[src/rtl/iobus_sequencer_if.sv]
// IO bus sequencer interface: command handshake, completion/read-back and
// the IO bus master-side signals.
//   master modport: command source / bus fan-out side (drives cmd_*, iob_read)
//   slave  modport: the sequencer (drives cmd_ready, done, err, rdata, bus ctl)
interface iobus_sequencer_if;
  logic        cmd_valid;
  logic        cmd_ready;
  logic [2:0]  cmd_op;
  logic [6:0]  cmd_dev;
  logic [0:35] cmd_wdata;
  logic        done;
  logic        err;
  logic [0:35] rdata;
  logic        iob_poweron;
  logic        iob_reset;
  logic        datao_clear;
  logic        datao_set;
  logic        cono_clear;
  logic        cono_set;
  logic        iob_fm_datai;
  logic        iob_fm_status;
  logic [3:9]  ios;
  logic [0:35] iob_write;
  logic [0:35] iob_read;

  modport master (
    output cmd_valid, cmd_op, cmd_dev, cmd_wdata, iob_read,
    input  cmd_ready, done, err, rdata, iob_poweron, iob_reset,
           datao_clear, datao_set, cono_clear, cono_set,
           iob_fm_datai, iob_fm_status, ios, iob_write
  );

  modport slave (
    input  cmd_valid, cmd_op, cmd_dev, cmd_wdata, iob_read,
    output cmd_ready, done, err, rdata, iob_poweron, iob_reset,
           datao_clear, datao_set, cono_clear, cono_set,
           iob_fm_datai, iob_fm_status, ios, iob_write
  );
endinterface

[src/rtl/iobus_sequencer.sv]
// Master-side IO bus transaction sequencer. Accepts one command at a time
// (DATAO, CONO, DATAI, CONI, IORST) and emits timed clear/set/reset pulses,
// read strobes, device select and write data; captures read data.
//   clk, reset : clock, synchronous active-high reset
//   bus        : slave modport of iobus_sequencer_if (handshake + IO bus)
module iobus_sequencer #(
  parameter int PULSE_LEN = 2,
  parameter int GAP       = 1,
  parameter int SETTLE    = 4
) (
  input  logic clk,
  input  logic reset,
  iobus_sequencer_if.slave bus
);

  localparam int MAXA = (PULSE_LEN > GAP) ? PULSE_LEN : GAP;
  localparam int MAXC = (MAXA > SETTLE) ? MAXA : SETTLE;
  localparam int CW   = (MAXC > 1) ? $clog2(MAXC) : 1;

  typedef enum logic [2:0] {
    IDLE, CLR, GAP1, SET, GAP2, RD, RST, FIN
  } state_t;

  typedef enum logic [2:0] {
    OP_DATAO = 3'd0,
    OP_CONO  = 3'd1,
    OP_DATAI = 3'd2,
    OP_CONI  = 3'd3,
    OP_IORST = 3'd4
  } op_t;

  state_t      state, state_nxt;
  logic [CW-1:0] cnt, cnt_nxt;
  logic [2:0]  op_q, op_cur;
  logic [6:0]  dev_q, dev_cur;
  logic [0:35] wdata_q, wdata_cur;
  logic        accept;
  logic        wr_phase;
  logic        sel_phase;

  // In IDLE the command inputs are used directly so the first bus state's
  // outputs can be registered at the accept edge itself.
  always_comb begin
    state_nxt = state;
    cnt_nxt   = cnt;
    op_cur    = (state == IDLE) ? bus.cmd_op    : op_q;
    dev_cur   = (state == IDLE) ? bus.cmd_dev   : dev_q;
    wdata_cur = (state == IDLE) ? bus.cmd_wdata : wdata_q;
    accept    = bus.cmd_valid & bus.cmd_ready;
    unique case (state)
      IDLE: if (accept) begin
        if (op_cur == OP_DATAO || op_cur == OP_CONO) begin
          state_nxt = CLR;
          cnt_nxt   = CW'(PULSE_LEN - 1);
        end else if (op_cur == OP_DATAI || op_cur == OP_CONI) begin
          state_nxt = RD;
          cnt_nxt   = CW'(SETTLE - 1);
        end else if (op_cur == OP_IORST) begin
          state_nxt = RST;
          cnt_nxt   = CW'(PULSE_LEN - 1);
        end else begin
          state_nxt = FIN;
        end
      end
      CLR: if (cnt == '0) begin
        state_nxt = GAP1;
        cnt_nxt   = CW'(GAP - 1);
      end else cnt_nxt = cnt - 1'b1;
      GAP1: if (cnt == '0) begin
        state_nxt = SET;
        cnt_nxt   = CW'(PULSE_LEN - 1);
      end else cnt_nxt = cnt - 1'b1;
      SET: if (cnt == '0) begin
        state_nxt = GAP2;
        cnt_nxt   = CW'(GAP - 1);
      end else cnt_nxt = cnt - 1'b1;
      GAP2, RD, RST: if (cnt == '0) state_nxt = FIN;
                     else cnt_nxt = cnt - 1'b1;
      FIN:     state_nxt = IDLE;
      default: state_nxt = IDLE;
    endcase
    wr_phase  = (state_nxt == CLR) || (state_nxt == GAP1) ||
                (state_nxt == SET) || (state_nxt == GAP2);
    sel_phase = wr_phase || (state_nxt == RD);
  end

  // Outputs are decoded from the next state so they are registered and
  // line up exactly with the state they belong to.
  always_ff @(posedge clk) begin
    if (reset) begin
      state         <= IDLE;
      cnt           <= '0;
      op_q          <= '0;
      dev_q         <= '0;
      wdata_q       <= '0;
      bus.cmd_ready     <= 1'b0;
      bus.iob_poweron   <= 1'b0;
      bus.done          <= 1'b0;
      bus.err           <= 1'b0;
      bus.rdata         <= '0;
      bus.iob_reset     <= 1'b0;
      bus.datao_clear   <= 1'b0;
      bus.datao_set     <= 1'b0;
      bus.cono_clear    <= 1'b0;
      bus.cono_set      <= 1'b0;
      bus.iob_fm_datai  <= 1'b0;
      bus.iob_fm_status <= 1'b0;
      bus.ios           <= '0;
      bus.iob_write     <= '0;
    end else begin
      state <= state_nxt;
      cnt   <= cnt_nxt;
      if (accept) begin
        op_q    <= bus.cmd_op;
        dev_q   <= bus.cmd_dev;
        wdata_q <= bus.cmd_wdata;
      end
      if (state == RD && cnt == '0)
        bus.rdata <= bus.iob_read;
      bus.cmd_ready     <= (state_nxt == IDLE);
      bus.iob_poweron   <= 1'b1;
      bus.done          <= (state_nxt == FIN);
      bus.err           <= (state_nxt == FIN) && (op_cur > 3'd4);
      bus.iob_reset     <= (state_nxt == RST);
      bus.datao_clear   <= (state_nxt == CLR) && (op_cur == OP_DATAO);
      bus.datao_set     <= (state_nxt == SET) && (op_cur == OP_DATAO);
      bus.cono_clear    <= (state_nxt == CLR) && (op_cur == OP_CONO);
      bus.cono_set      <= (state_nxt == SET) && (op_cur == OP_CONO);
      bus.iob_fm_datai  <= (state_nxt == RD) && (op_cur == OP_DATAI);
      bus.iob_fm_status <= (state_nxt == RD) && (op_cur == OP_CONI);
      bus.ios           <= sel_phase ? dev_cur : '0;
      bus.iob_write     <= wr_phase ? wdata_cur : '0;
    end
  end

endmodule

[src/flat_wrapper.sv]
// flat-port wrapper written by rule: the top's interface ports become plain ports
module iobus_sequencer_flat 
#(
  parameter int PULSE_LEN = 2,
  parameter int GAP       = 1,
  parameter int SETTLE    = 4
)
  (clk, reset, bus_cmd_valid, bus_cmd_op, bus_cmd_dev, bus_cmd_wdata, bus_iob_read, bus_cmd_ready, bus_done, bus_err, bus_rdata, bus_iob_poweron, bus_iob_reset, bus_datao_clear, bus_datao_set, bus_cono_clear, bus_cono_set, bus_iob_fm_datai, bus_iob_fm_status, bus_ios, bus_iob_write);
  iobus_sequencer_if bus_i ();
  input  logic clk;
  input  logic reset;
  input wire logic [$bits(bus_i.cmd_valid)-1:0] bus_cmd_valid;
  input wire logic [$bits(bus_i.cmd_op)-1:0] bus_cmd_op;
  input wire logic [$bits(bus_i.cmd_dev)-1:0] bus_cmd_dev;
  input wire logic [$bits(bus_i.cmd_wdata)-1:0] bus_cmd_wdata;
  input wire logic [$bits(bus_i.iob_read)-1:0] bus_iob_read;
  output wire logic [$bits(bus_i.cmd_ready)-1:0] bus_cmd_ready;
  output wire logic [$bits(bus_i.done)-1:0] bus_done;
  output wire logic [$bits(bus_i.err)-1:0] bus_err;
  output wire logic [$bits(bus_i.rdata)-1:0] bus_rdata;
  output wire logic [$bits(bus_i.iob_poweron)-1:0] bus_iob_poweron;
  output wire logic [$bits(bus_i.iob_reset)-1:0] bus_iob_reset;
  output wire logic [$bits(bus_i.datao_clear)-1:0] bus_datao_clear;
  output wire logic [$bits(bus_i.datao_set)-1:0] bus_datao_set;
  output wire logic [$bits(bus_i.cono_clear)-1:0] bus_cono_clear;
  output wire logic [$bits(bus_i.cono_set)-1:0] bus_cono_set;
  output wire logic [$bits(bus_i.iob_fm_datai)-1:0] bus_iob_fm_datai;
  output wire logic [$bits(bus_i.iob_fm_status)-1:0] bus_iob_fm_status;
  output wire logic [$bits(bus_i.ios)-1:0] bus_ios;
  output wire logic [$bits(bus_i.iob_write)-1:0] bus_iob_write;
  assign bus_i.cmd_valid = bus_cmd_valid;
  assign bus_i.cmd_op = bus_cmd_op;
  assign bus_i.cmd_dev = bus_cmd_dev;
  assign bus_i.cmd_wdata = bus_cmd_wdata;
  assign bus_i.iob_read = bus_iob_read;
  assign bus_cmd_ready = bus_i.cmd_ready;
  assign bus_done = bus_i.done;
  assign bus_err = bus_i.err;
  assign bus_rdata = bus_i.rdata;
  assign bus_iob_poweron = bus_i.iob_poweron;
  assign bus_iob_reset = bus_i.iob_reset;
  assign bus_datao_clear = bus_i.datao_clear;
  assign bus_datao_set = bus_i.datao_set;
  assign bus_cono_clear = bus_i.cono_clear;
  assign bus_cono_set = bus_i.cono_set;
  assign bus_iob_fm_datai = bus_i.iob_fm_datai;
  assign bus_iob_fm_status = bus_i.iob_fm_status;
  assign bus_ios = bus_i.ios;
  assign bus_iob_write = bus_i.iob_write;
  iobus_sequencer #(.PULSE_LEN(PULSE_LEN), .GAP(GAP), .SETTLE(SETTLE)) u_core (.clk(clk), .reset(reset), .bus(bus_i));
endmodule
[config.mk]
export PLATFORM = sky130hd
export DESIGN_NAME = iobus_sequencer_flat
export DESIGN_NICKNAME = d
export VERILOG_FILES = /design/src/rtl/iobus_sequencer_if.sv /design/src/rtl/iobus_sequencer.sv /design/src/flat_wrapper.sv
export SDC_FILE = /design/constraint.sdc
export NUM_CORES = 1
export LEC_CHECK = 0
export CORE_MARGIN = 2
export CORE_UTILIZATION = 29
export DETAILED_ROUTE_END_ITERATION = 7
export GPL_TIMING_DRIVEN = 1
export PLACE_DENSITY_LB_ADDON = 0.05
export SETUP_SLACK_MARGIN = 0.15
export SYNTH_ARGS = -nofsm -noshare
export SYNTH_HDL_FRONTEND = slang
export SYNTH_SLANG_ARGS = --single-unit
[constraint.sdc]
create_clock -name clk -period 1.9 [get_ports clk]
set_clock_uncertainty 0.1 [all_clocks]
set_input_delay 0.38 -clock clk [delete_from_list [all_inputs] [get_ports clk]]
set_output_delay 0.38 -clock clk [all_outputs]
set_load 0.01 [all_outputs]
# Yosys cells after proc, flatten, opt, wreduce, memory -nomap -nowiden
# Index checks and enable logic that the tools add are counted.
# W data, S select, Z words.
# classes
n_addsub	1
n_lt_le_gt_ge	1
eq_ne	21
mux	21
bitwise_logic	3
reduce_logical	24
# op_table
op	n
$mux W36	1
$eq A3 B3 Y1 const B	9
$mux W3	8
$eq A3 B2 Y1 const B	6
$pmux W3 S6	1
$mux W2	7
$eq A3 B1 Y1 const B	3
$logic_not A3 Y1	3
$logic_and A1 B1 Y1	8
$pmux W2 S4	1
$mux W7	1
$logic_or A1 B1 Y1	6
$reduce_or A2 Y1	3
$ne A4 B4 Y1 const B	1
$reduce_and A4 Y1	1
$reduce_bool A4 Y1	1
$gt A3 B3 Y1 const B	1
$reduce_or A3 Y1	1
$logic_not A2 Y1	1
$mux W1	2
$ne A2 B1 Y1 const B	1
$ne A2 B2 Y1 const B	1
$not A1 Y1	2
$sub A2 B1 Y2 const B	1
$and A1 B1 Y1	1
# totals
reg_bits	141
input_bits	85
out_inout_bits	90
word_cells	90

# Logic depth before layout (Yosys ltp)
# Gate-level depths: netlist of the first run.
# depth
word_depth	15
depth_mapped	8
mapped_depth_nobuf	6

# Worst setup path after synthesis of the first run
# No wires, ideal clock.
# synth_timing
path_kind	register to register
startpoint	register u_core.cnt[0]
endpoint	register u_core.bus.iob_write[4] (netlist bit)
setup_ns	0.156
arrival_ns	1.664
required_time_ns	1.644
setup_slack_ns	-0.019
stages_incl_launch_ff	9
path_buffers	2
period_less_slack_ns	1.919
path_cell_list	dfxtp_1 inv_1 ha_1 buf_2 nand2_1 a31oi_1 o21a_4 buf_6 a2111oi_2
# synth_between
elab_chain_cells	9
word_cells_on_any_way	15
classes_between	eq/ne (4); mux (5); bitwise (1); reduce/logical (5)
# synth_rtl
element	line_no	text
start: declaration	iobus_sequencer.sv:33	logic [CW-1:0] cnt, cnt_nxt;
start signal: assignment	iobus_sequencer.sv:112	cnt <= cnt_nxt;
$logic_not A2 Y1 (*)	-	
$mux W3, on equally long branches	-	
$pmux W3 S6 (*)	iobus_sequencer.sv:50	unique case (state)
$eq A3 B1 Y1 or $eq A3 B2 Y1 (tied branches)	iobus_sequencer.sv:82	wr_phase = (state_nxt == CLR) || (state_nxt == GAP1) ||
$logic_or A1 B1 Y1 (2 in series)	iobus_sequencer.sv:82	
$logic_or A1 B1 Y1 (*)	iobus_sequencer.sv:83	(state_nxt == SET) || (state_nxt == GAP2);
$not A1 Y1 (no source line) (*)	-	
$reduce_or A2 Y1 (no source line) (*)	-	
end signal: assignment	iobus_sequencer.sv:132	bus.iob_write <= wr_phase ? wdata_cur : '0;
end: declaration	iobus_sequencer_if.sv:37	iob_fm_datai, iob_fm_status, ios, iob_write
# Every way passes the cells marked *; elsewhere a longest branch is shown, timed or not.
# A chain may end at the register's enable or synchronous reset.

# Worst setup path in the final report of the first run
# layout_timing
startpoint	register u_core.cnt[1]
endpoint	register u_core.bus.iob_write[20] (netlist bit)
# The elaborated chain is that of the path after synthesis.

==> impl_metrics.json, run 1 <==
{
  "max_clock_freq_ghz": 0.513,
  "place_area_mm2": 0.00797,
  "p_sw_mw": 4.90,
  "clockBufferDepth": 2,
  "finalInstanceArea_mm2": 0.00926,
  "path_class": "reg -> reg",
  "dp_hpwl_um": 11300,
  "r2r_end": "u_core.bus.iob_write[20]",
  "rows": 50,
  "power_frac_seq": 0.279,
  "syn_nets": 746,
  "utilization": 0.490,
  "cp.arrival_ps": 2130,
  "ys_types": 52,
  "first_iter_violations": 229,
  "h-tree-depth": 4,
  "fin_crit_sh": 1.03,
  "cts_tree": "done",
  "gp_congestion": 0.791,
  "die_h_um": 143,
  "grt_pass1_vias": 5245,
  "p_per_area_mw_per_mm2": 1420,
  "reg2reg_slack_ps": -50,
  "area_growth_pct": 64.4,
  "setup_viol": 36,
  "r2r_cells": 9,
  "ant_nets": 0,
  "clk_pin_slew_ps": 60,
  "crit_buf_inv": 4,
  "fin_total_pwr_mw": 13.1,
  "p_int_mw": 8.24,
  "syn_area_mm2": 0.00563,
  "tightest_slew_ps": 570,
  "start_util": 0.298,
  "synth_top_area_frac": 0.501,
  "routedWlPerCell_um": 16.0,
  "synth.area.top_cells": "dfxtp_1 50%, nand2_1 17%, a21oi_1 8.4%, a2111oi_2 7.7%, clkbuf_1 2.4%",
  "vias": 5373,
  "grt_max_degree": 76,
  "cts_hold_buffers": 0,
  "violations": "negative setup slack",
  "synth-edff-count": 0,
  "synth-seq-cells": 141,
  "die_x_um": 143,
  "synth_top_area_cell": "dfxtp_1",
  "mostFrequentLayoutCell": "nand2_1",
  "ios": 175,
  "p_leak_nw": 3.61,
  "max-slew-margin-rel": 0.620,
  "root_buffer": "clkbuf_16",
  "period_minus_slack_ps": 1950,
  "synth_ff_type": "dfxtp_1",
  "synth.avg_cell_area_um2": 8.56,
  "syn_inst": 658,
  "core_mm2": 0.0189,
  "worstSetupEndpointType": "flip-flop",
  "hold_class": "in -> reg",
  "layout-drive-gt1-share": 0.198,
  "fin_setup_tns_ps": -1130,
  "design.die.area_mm2": 0.0206,
  "crit_family": "buffers and inverters",
  "overflow": 0,
  "maxSlewViolCount": 0,
  "required_ps": 2080,
  "drt-pass1-iter-count": 4,
  "fin_nets": 949,
  "clockPowerShare": 0.246,
  "rsz0062_at_grt": "yes",
  "grt_util_all_layers": 0.172,
  "cp_max_fo": 10,
  "cp_slowest_cell": "dfxtp_2",
  "synthArstFlopShare": 0,
  "drv_cap": 0,
  "n_antenna_cell": 0,
  "grt_pass1_wl_um": 27500,
  "fin_hold_ws_ps": 211,
  "vias_per_cell": 4.74,
  "numCtsBuffers": 17,
  "ir_worst_vdd_mv": 0.906,
  "crit_path_start_kind": "flip-flop",
  "ys_warn_count": 0,
  "clock-sinks": 141,
  "cp_cell_sequence": "inv_2 > ha_4 > nor2b_4 > mux2_4 > buf_4 > nor3_4 > buf_12 > clkbuf_16 > a2111oi_2",
  "min_path_cells": 3,
  "worst_slack_ps": -50.9,
  "clk_latency_ps": 410,
  "fill_cells": 1828,
  "totalWireLength_um": 18200,
  "antenna_found_initial": 1,
  "io_buffers": 174,
  "outcome": "finished with violations",
  "p_comb_frac": 0.475,
  "power_switching_share": 0.373,
  "r2r-start": "u_core.cnt[1]",
  "final_cell_mix": "252 x nand2_1, 135 x dfxtp_1, 93 x a21oi_1",
  "drc_errors": 0,
  "final-hold-violation-count": 0,
  "cpPeakStageDelay_ps": 330,
  "whs_endpoint": "u_core.bus.cono_set",
  "hp-start": "reset",
  "ys_seq_area_frac": 0.501
}
-- kinds of logic after synthesis --
group           Yosys count  share of synthesized area
simple gates            295                      0.221
mux                       3                    0.00622
fa+ha+maj                 3                    0.00667
xor+xnor                  1                    0.00156
compound gates          155                      0.213
flops                   141                      0.501
buf+inv                  60                     0.0504
-- routing by layer --
metal / global-route usage / part of all wire / vias to the layer above / routed length, um
li1: - / - / 2638 / -
met1: 0.214 / 0.44 / 2577 / 7930
met2: 0.287 / 0.49 / 137 / 8860
met3: 0.0487 / 0.061 / 19 / 1110
met4: 0.0552 / 0.015 / 2 / 265
met5: 0 / 0.00072 / - / 13
-- layout make-up --
class | count | area [um2] | area share
clock buffers | 18 | 429 | 0.0463
clock inverters | 14 | 144 | 0.0155
inverters | 6 | 22.5 | 0.00243
multi-input cells | 457 | 3050 | 0.330
flip-flops and latches | 141 | 2840 | 0.306
well taps | 260 | 325 | 0.0351
repair buffers | 238 | 2450 | 0.265
-- sequential cells by signal, summed over array words and instances (netlist names), 2 cells and up --
signal / flops
u_core.bus.ios: 7
u_core.cnt: 2
u_core.bus.iob_write: 36
u_core.bus.rdata: 36
u_core.dev_q: 7
u_core.op_q: 3
u_core.wdata_q: 36
u_core.state: 3
-- power groups by stage --
stage | logic [mW] | registers [mW] | clock network, mW
6_report | 6.24 | 3.67 | 3.23
5_1_grt | 6.69 | 3.72 | 3.47
4_1_cts | 5.47 | 3.67 | 3.33
3_5_place_dp | 4.81 | 3.73 | 0
3_3_place_gp | 4.76 | 3.74 | 0
2_1_floorplan | 2.71 | 3.83 | 0
-- worst min-delay path, stage by stage --
cell and delay (ps):
buf_4 120, or4b_2 130, nor4b_1 50
-- stage by stage --
step	instances	worst slack (ps)
after floorplan	658	99.4
after global placement	1081	-278
after detailed placement	1081	-317
after CTS	1121	-6.26
after global routing	1134	-108
final	1134	-50.9
-- Yosys cell counts, drive strengths merged, types with 2 or more instances --
master	count
nor3b	2
a21oi	94
nor2b	3
buf	18
mux2i	2
and2	2
o21ai	7
nand2	254
o2111ai	2
o21a	3
o21bai	2
o211a	2
nor4	5
ha	3
nor4b	3
dfxtp	141
inv	6
nand3b	2
nor3	6
nand2b	2
nor2	10
clkbuf	36
a2111oi	36
-- worst max path at each step --
| stage | slack, ps | to | cells after the start | start |
|---|---|---|---|---|
| detailed placement | -320 | u_core.bus.iob_write[9] | 6 | bus_cmd_op[1] |
| floorplan | 100 | u_core.bus.iob_write[11] | 6 | u_core.state[0] |
| finish | -50 | u_core.bus.iob_write[20] | 9 | u_core.cnt[1] |
| CTS | -6 | u_core.bus.iob_write[19] | 8 | u_core.cnt[1] |
| global route | -110 | u_core.bus.iob_write[33] | 7 | u_core.state[0] |
| global placement | -280 | u_core.bus.iob_write[31] | 7 | bus_cmd_op[1] |
-- what timing repair did --
item	in CTS	in global routing
setup endpoints to repair	127	80
setup buffers	6	9
resized for setup	131	36
endpoints found under the hold margin	0	0
gates cloned	2	4
pin swaps	23	17
(Power assumes the default switching activity.)
==> run 2: changes to the inputs <==
--- a/config.mk
+++ b/config.mk
@@ -14,3 +14,4 @@
 export SYNTH_ARGS = -nofsm -noshare
 export SYNTH_HDL_FRONTEND = slang
 export SYNTH_SLANG_ARGS = --single-unit
+export TNS_END_PERCENT = 10
==> impl_metrics.json, run 2 (synthesis gave the netlist of run 1 again) <==
{
  "rsz0062_at_grt": "yes",
  "ir_worst_vdd_mv": 0.757,
  "drv_cap": 0,
  "rows": 50,
  "cp_max_fo": 5,
  "reg2reg_slack_ps": 10,
  "clk_pin_slew_ps": 60,
  "totalWireLength_um": 17500,
  "core_mm2": 0.0189,
  "vias_per_cell": 4.72,
  "min_path_cells": 3,
  "clk_latency_ps": 420,
  "p_per_area_mw_per_mm2": 1460,
  "cts_tree": "done",
  "grt_pass1_wl_um": 27400,
  "grt_pass1_vias": 5150,
  "max_clock_freq_ghz": 0.529,
  "whs_endpoint": "u_core.bus.cono_set",
  "layout-drive-gt1-share": 0.191,
  "drc_errors": 0,
  "mostFrequentLayoutCell": "nand2_1",
  "maxSlewViolCount": 0,
  "cp.arrival_ps": 2100,
  "ant_nets": 0,
  "largestRegisters": "u_core.bus.iob_write: 36 flops, u_core.bus.rdata: 36 flops, u_core.wdata_q: 36 flops",
  "drt-pass1-iter-count": 5,
  "grt_util_all_layers": 0.171,
  "crit_path_start_kind": "flip-flop",
  "r2r-start": "u_core.state[2]",
  "ios": 175,
  "r2r_cells": 7,
  "h-tree-depth": 4,
  "numCtsBuffers": 17,
  "area_growth_pct": 61.6,
  "fin_nets": 950,
  "required_ps": 2110,
  "final_cell_mix": "252 x nand2_1, 135 x dfxtp_1, 94 x a21oi_1",
  "clockBufferDepth": 2,
  "period_minus_slack_ps": 1890,
  "fin_crit_sh": 0.994,
  "fill_cells": 1819,
  "io_buffers": 174,
  "finalInstanceArea_mm2": 0.00910,
  "overflow": 0,
  "n_antenna_cell": 0,
  "routedWlPerCell_um": 15.4,
  "design.die.area_mm2": 0.0206,
  "clock-sinks": 141,
  "dp_hpwl_um": 11400,
  "p_leak_nw": 3.54,
  "first_iter_violations": 213,
  "place_area_mm2": 0.00804,
  "tightest_slew_ps": 550,
  "worstSetupEndpointType": "flip-flop",
  "multi_input_area_mm2": 0.00293,
  "dp.cells": 1090,
  "antenna_found_initial": 1,
  "register_area_mm2": 0.00283,
  "outcome": "completed",
  "setup_viol": 0,
  "root_buffer": "clkbuf_16",
  "path_class": "reg -> reg",
  "start_util": 0.298,
  "utilization": 0.482,
  "vias": 5356,
  "hold_class": "in -> reg",
  "hp-start": "reset",
  "final-hold-violation-count": 0,
  "final_cells": 1134,
  "gp_congestion": 0.795,
  "fin_setup_tns_ps": 0,
  "grt_max_degree": 83,
  "max-slew-margin-rel": 0.633,
  "fin_total_pwr_mw": 13.3,
  "r2r_end": "u_core.bus.iob_write[27]",
  "die_x_um": 143,
  "die_h_um": 143
}
==> run 2: changes by cell type in the layout (fill, tap and decap cells not counted), moves of 3 or more <==
| cell | before | now |
|---|---|---|
| clkinv_2 | 5 | 0 |
| clkbuf_8 | 0 | 5 |
| dlymetal6s2s_1 | 5 | 1 |
| a2111oi_2 | 8 | 15 |
| buf_4 | 36 | 43 |
| a2111oi_4 | 28 | 21 |
| clkdlybuf4s50_1 | 83 | 86 |
==> run 2: through the flow <==
stage / hold slack [ps] / setup WS (ps)
finish: 197 / 11.2
global route: 189 / -79.3
CTS: 182 / -0.453
detailed placement: 346 / -293
global placement: 342 / -233
floorplan: 337 / 99.4
==> run 2: cell type report <==
cell class                      count  share of cell area
Clock inverter                      8              0.0143
Sequential cell                   141               0.311
Tap cell                          260              0.0358
Multi-Input combinational cell    457               0.322
Inverter                            6             0.00248
Timing Repair Buffer              239               0.260
Clock buffer                       23              0.0547
==> run 2: layer usage <==
metal | wire [um] | track usage
met5 | 16 | 0
met4 | 300 | 0.0630
met3 | 1100 | 0.0493
met2 | 8540 | 0.281
met1 | 7530 | 0.213
==> run 2: worst max-delay path by stage <==
stage,from,to,depth (start not counted),slack [ps]
2_1_floorplan,u_core.state[0],u_core.bus.iob_write[11],6,100
3_3_place_gp,bus_cmd_op[1],u_core.bus.iob_write[33],8,-230
3_5_place_dp,bus_cmd_valid,u_core.bus.iob_write[31],7,-290
4_1_cts,u_core.cnt[1],u_core.bus.iob_write[0],8,-0.5
5_1_grt,u_core.state[2],u_core.bus.iob_write[27],7,-80
6_report,u_core.state[2],u_core.bus.iob_write[27],7,10
==> run 2: critical path, stage by stage (launching register included) <==
cell       delay (ps)
dfxtp_4           340
or3_4             400
nor3_4            240
buf_6             130
nor3_4             40
buf_6             150
clkbuf_16         170
a2111oi_2         210
==> run 2: where the power goes <==
group	total, mW	switching [mW]	internal (mW)	leakage, nW
Clock	3.51	1.27	2.24	0.298
Sequential	3.65	0.205	3.45	1.15
Combinational	6.09	3.25	2.84	2.10
Total	13.3	4.73	8.52	3.54
==> run 2: timing repair <==
| item | in CTS | in global routing |
|---|---|---|
| endpoints found under the setup margin | 141 | 56 |
| hold buffers | 0 | 0 |
| resized for setup | 125 | 20 |
| buffers inserted | 2 | 7 |
| pin swaps | 10 | 11 |
| cloned | 1 | 3 |
==> run 3: changes to the inputs <==
--- a/config.mk
+++ b/config.mk
@@ -8,6 +8,7 @@
 export CORE_MARGIN = 2
 export CORE_UTILIZATION = 29
 export DETAILED_ROUTE_END_ITERATION = 7
+export DONT_BUFFER_PORTS = 1
 export GPL_TIMING_DRIVEN = 1
 export PLACE_DENSITY_LB_ADDON = 0.05
 export SETUP_SLACK_MARGIN = 0.15
==> impl_metrics.json, run 3 (synthesis gave the netlist of run 1 again) <==
{
  "period_minus_slack_ps": 1910,
  "gp_congestion": 0.722,
  "clockBufferDepth": 2,
  "place_ws_ps": -47.3,
  "place_area_mm2": 0.00615,
  "rsz0062_at_grt": "yes",
  "ios": 175,
  "routedWlPerCell_um": 17.8,
  "vias_per_cell": 4.88,
  "totalWireLength_um": 17000,
  "tightest_slew_ps": 439,
  "path_class": "reg -> reg",
  "drc_errors": 0,
  "crit_start": "u_core.cnt[1]",
  "clock-sinks": 141,
  "cts_tree": "done",
  "antenna_found_initial": 0,
  "fin_crit_sh": 1.01,
  "r2r-start": "u_core.cnt[1]",
  "fin_hold_ws_ps": -63.7,
  "grt_pass1_wl_um": 26100,
  "clk_latency_ps": 410,
  "setup_viol": 18,
  "worst_slack_ps": -11.2,
  "start_util": 0.298,
  "largestRegisters": "u_core.bus.iob_write: 36 flops, u_core.bus.rdata: 36 flops, u_core.wdata_q: 36 flops",
  "p_per_area_mw_per_mm2": 1680,
  "hp-start": "reset",
  "die_x_um": 143,
  "crit_path_start_kind": "flip-flop",
  "violations": "negative hold slack, negative setup slack",
  "ir_worst_vdd_mv": 0.916,
  "max_clock_freq_ghz": 0.523,
  "clk_pin_slew_ps": 60,
  "fin_nets": 776,
  "h-tree-depth": 4,
  "final_cell_mix": "252 x nand2_1, 136 x dfxtp_1, 94 x a21oi_1",
  "worstSetupEndpointType": "flip-flop",
  "cp.arrival_ps": 2100,
  "layout-drive-gt1-share": 0.222,
  "p_leak_nw": 2.46,
  "area_growth_pct": 32.3,
  "io_buffers": 0,
  "dp_hpwl_um": 10500,
  "drt-pass1-iter-count": 4,
  "die_h_um": 143,
  "overflow": 0,
  "cp_max_fo": 7,
  "drv_cap": 0,
  "grt_pass1_vias": 4655,
  "n_antenna_cell": 0,
  "design.die.area_mm2": 0.0206,
  "grt_util_all_layers": 0.165,
  "maxSlewViolCount": 0,
  "vias": 4677,
  "root_buffer": "clkbuf_16",
  "cts_hold_buffers": 7,
  "max-slew-margin-rel": 0.707,
  "ant_nets": 0,
  "required_ps": 2090,
  "rows": 50,
  "mostFrequentLayoutCell": "nand2_1",
  "final-hold-violation-count": 120,
  "finalInstanceArea_mm2": 0.00745,
  "first_iter_violations": 253,
  "grt_max_degree": 128,
  "core_mm2": 0.0189,
  "hold_class": "in -> reg",
  "outcome": "finished with violations",
  "numCtsBuffers": 17
}
==> run 3: cell count changes in the layout (fill, tap and decap cells not counted), sizes merged, moves of 3 or more <==
cell	delta
clkdlybuf4s50	-86
dlygate4sd2	-86
dlygate4sd3	+7
buf	-6
clkbuf	-4
clkinv	+3
clkinvlp	-3
==> run 3: power breakdown <==
group	switching [mW]	internal, mW	leakage [nW]	total [mW]
clock	1.24	2.14	0.292	3.38
sequential	0.410	3.45	1.15	3.86
combinational	2.95	2.34	1.02	5.29
total	4.59	7.94	2.46	12.5
==> run 3: timing repair <==
item                                    4_1_cts  5_1_grt
buffers inserted                             11        7
hold endpoints to repair                    130      123
resized for setup                            36       28
pin swaps                                     3       10
gates cloned                                  4        0
endpoints found under the setup margin       42       55
==> run 3: cell type report <==
| cell class | instances | area [um2] |
|---|---|---|
| inverters | 6 | 22.5 |
| clock inverters | 7 | 114 |
| clock buffers | 22 | 474 |
| fillers | 1924 | 11400 |
| flip-flops and latches | 141 | 2830 |
| multi-input cells | 458 | 2960 |
| repair buffers | 64 | 724 |
| well taps | 260 | 325 |
==> run 3: worst paths after layout <==
kind	end	slack [ps]	cells after the start
setup / recovery	u_core.bus.iob_write[2]	-10	9
hold reg to reg	u_core.wdata_q[14]	350	2
hold / removal	u_core.wdata_q[14]	-60	1
setup reg to reg	u_core.bus.iob_write[2]	-10	9
==> run 3: metrics by stage <==
stage	util	power, mW	TNS [ps]	instances
3_5_place_dp	0.326	7.81	-343	900
5_1_grt	0.394	13.2	-2950	958
6_report	0.394	12.5	-106	958
4_1_cts	0.382	12.3	-22.5	951
3_3_place_gp	0.326	7.78	-106	900
2_1_floorplan	-	6.53	0	658
==> run 3: worst max-delay path: stages, from the launching register on <==
cell	delay (ps)
dfxtp_2	330
inv_2	50
ha_4	170
nor2b_4	120
mux2_4	270
buf_6	130
nor3_4	230
buf_12	180
buf_12	150
a2111oi_4	40
==> run 3: routing by layer <==
metal / up-vias / track usage / wire [um]
met4: 0 / 0.0506 / 189
met5: - / 0 / 0
met2: 135 / 0.272 / 8340
li1: 2291 / - / -
met3: 13 / 0.0530 / 1220
met1: 2238 / 0.205 / 7280
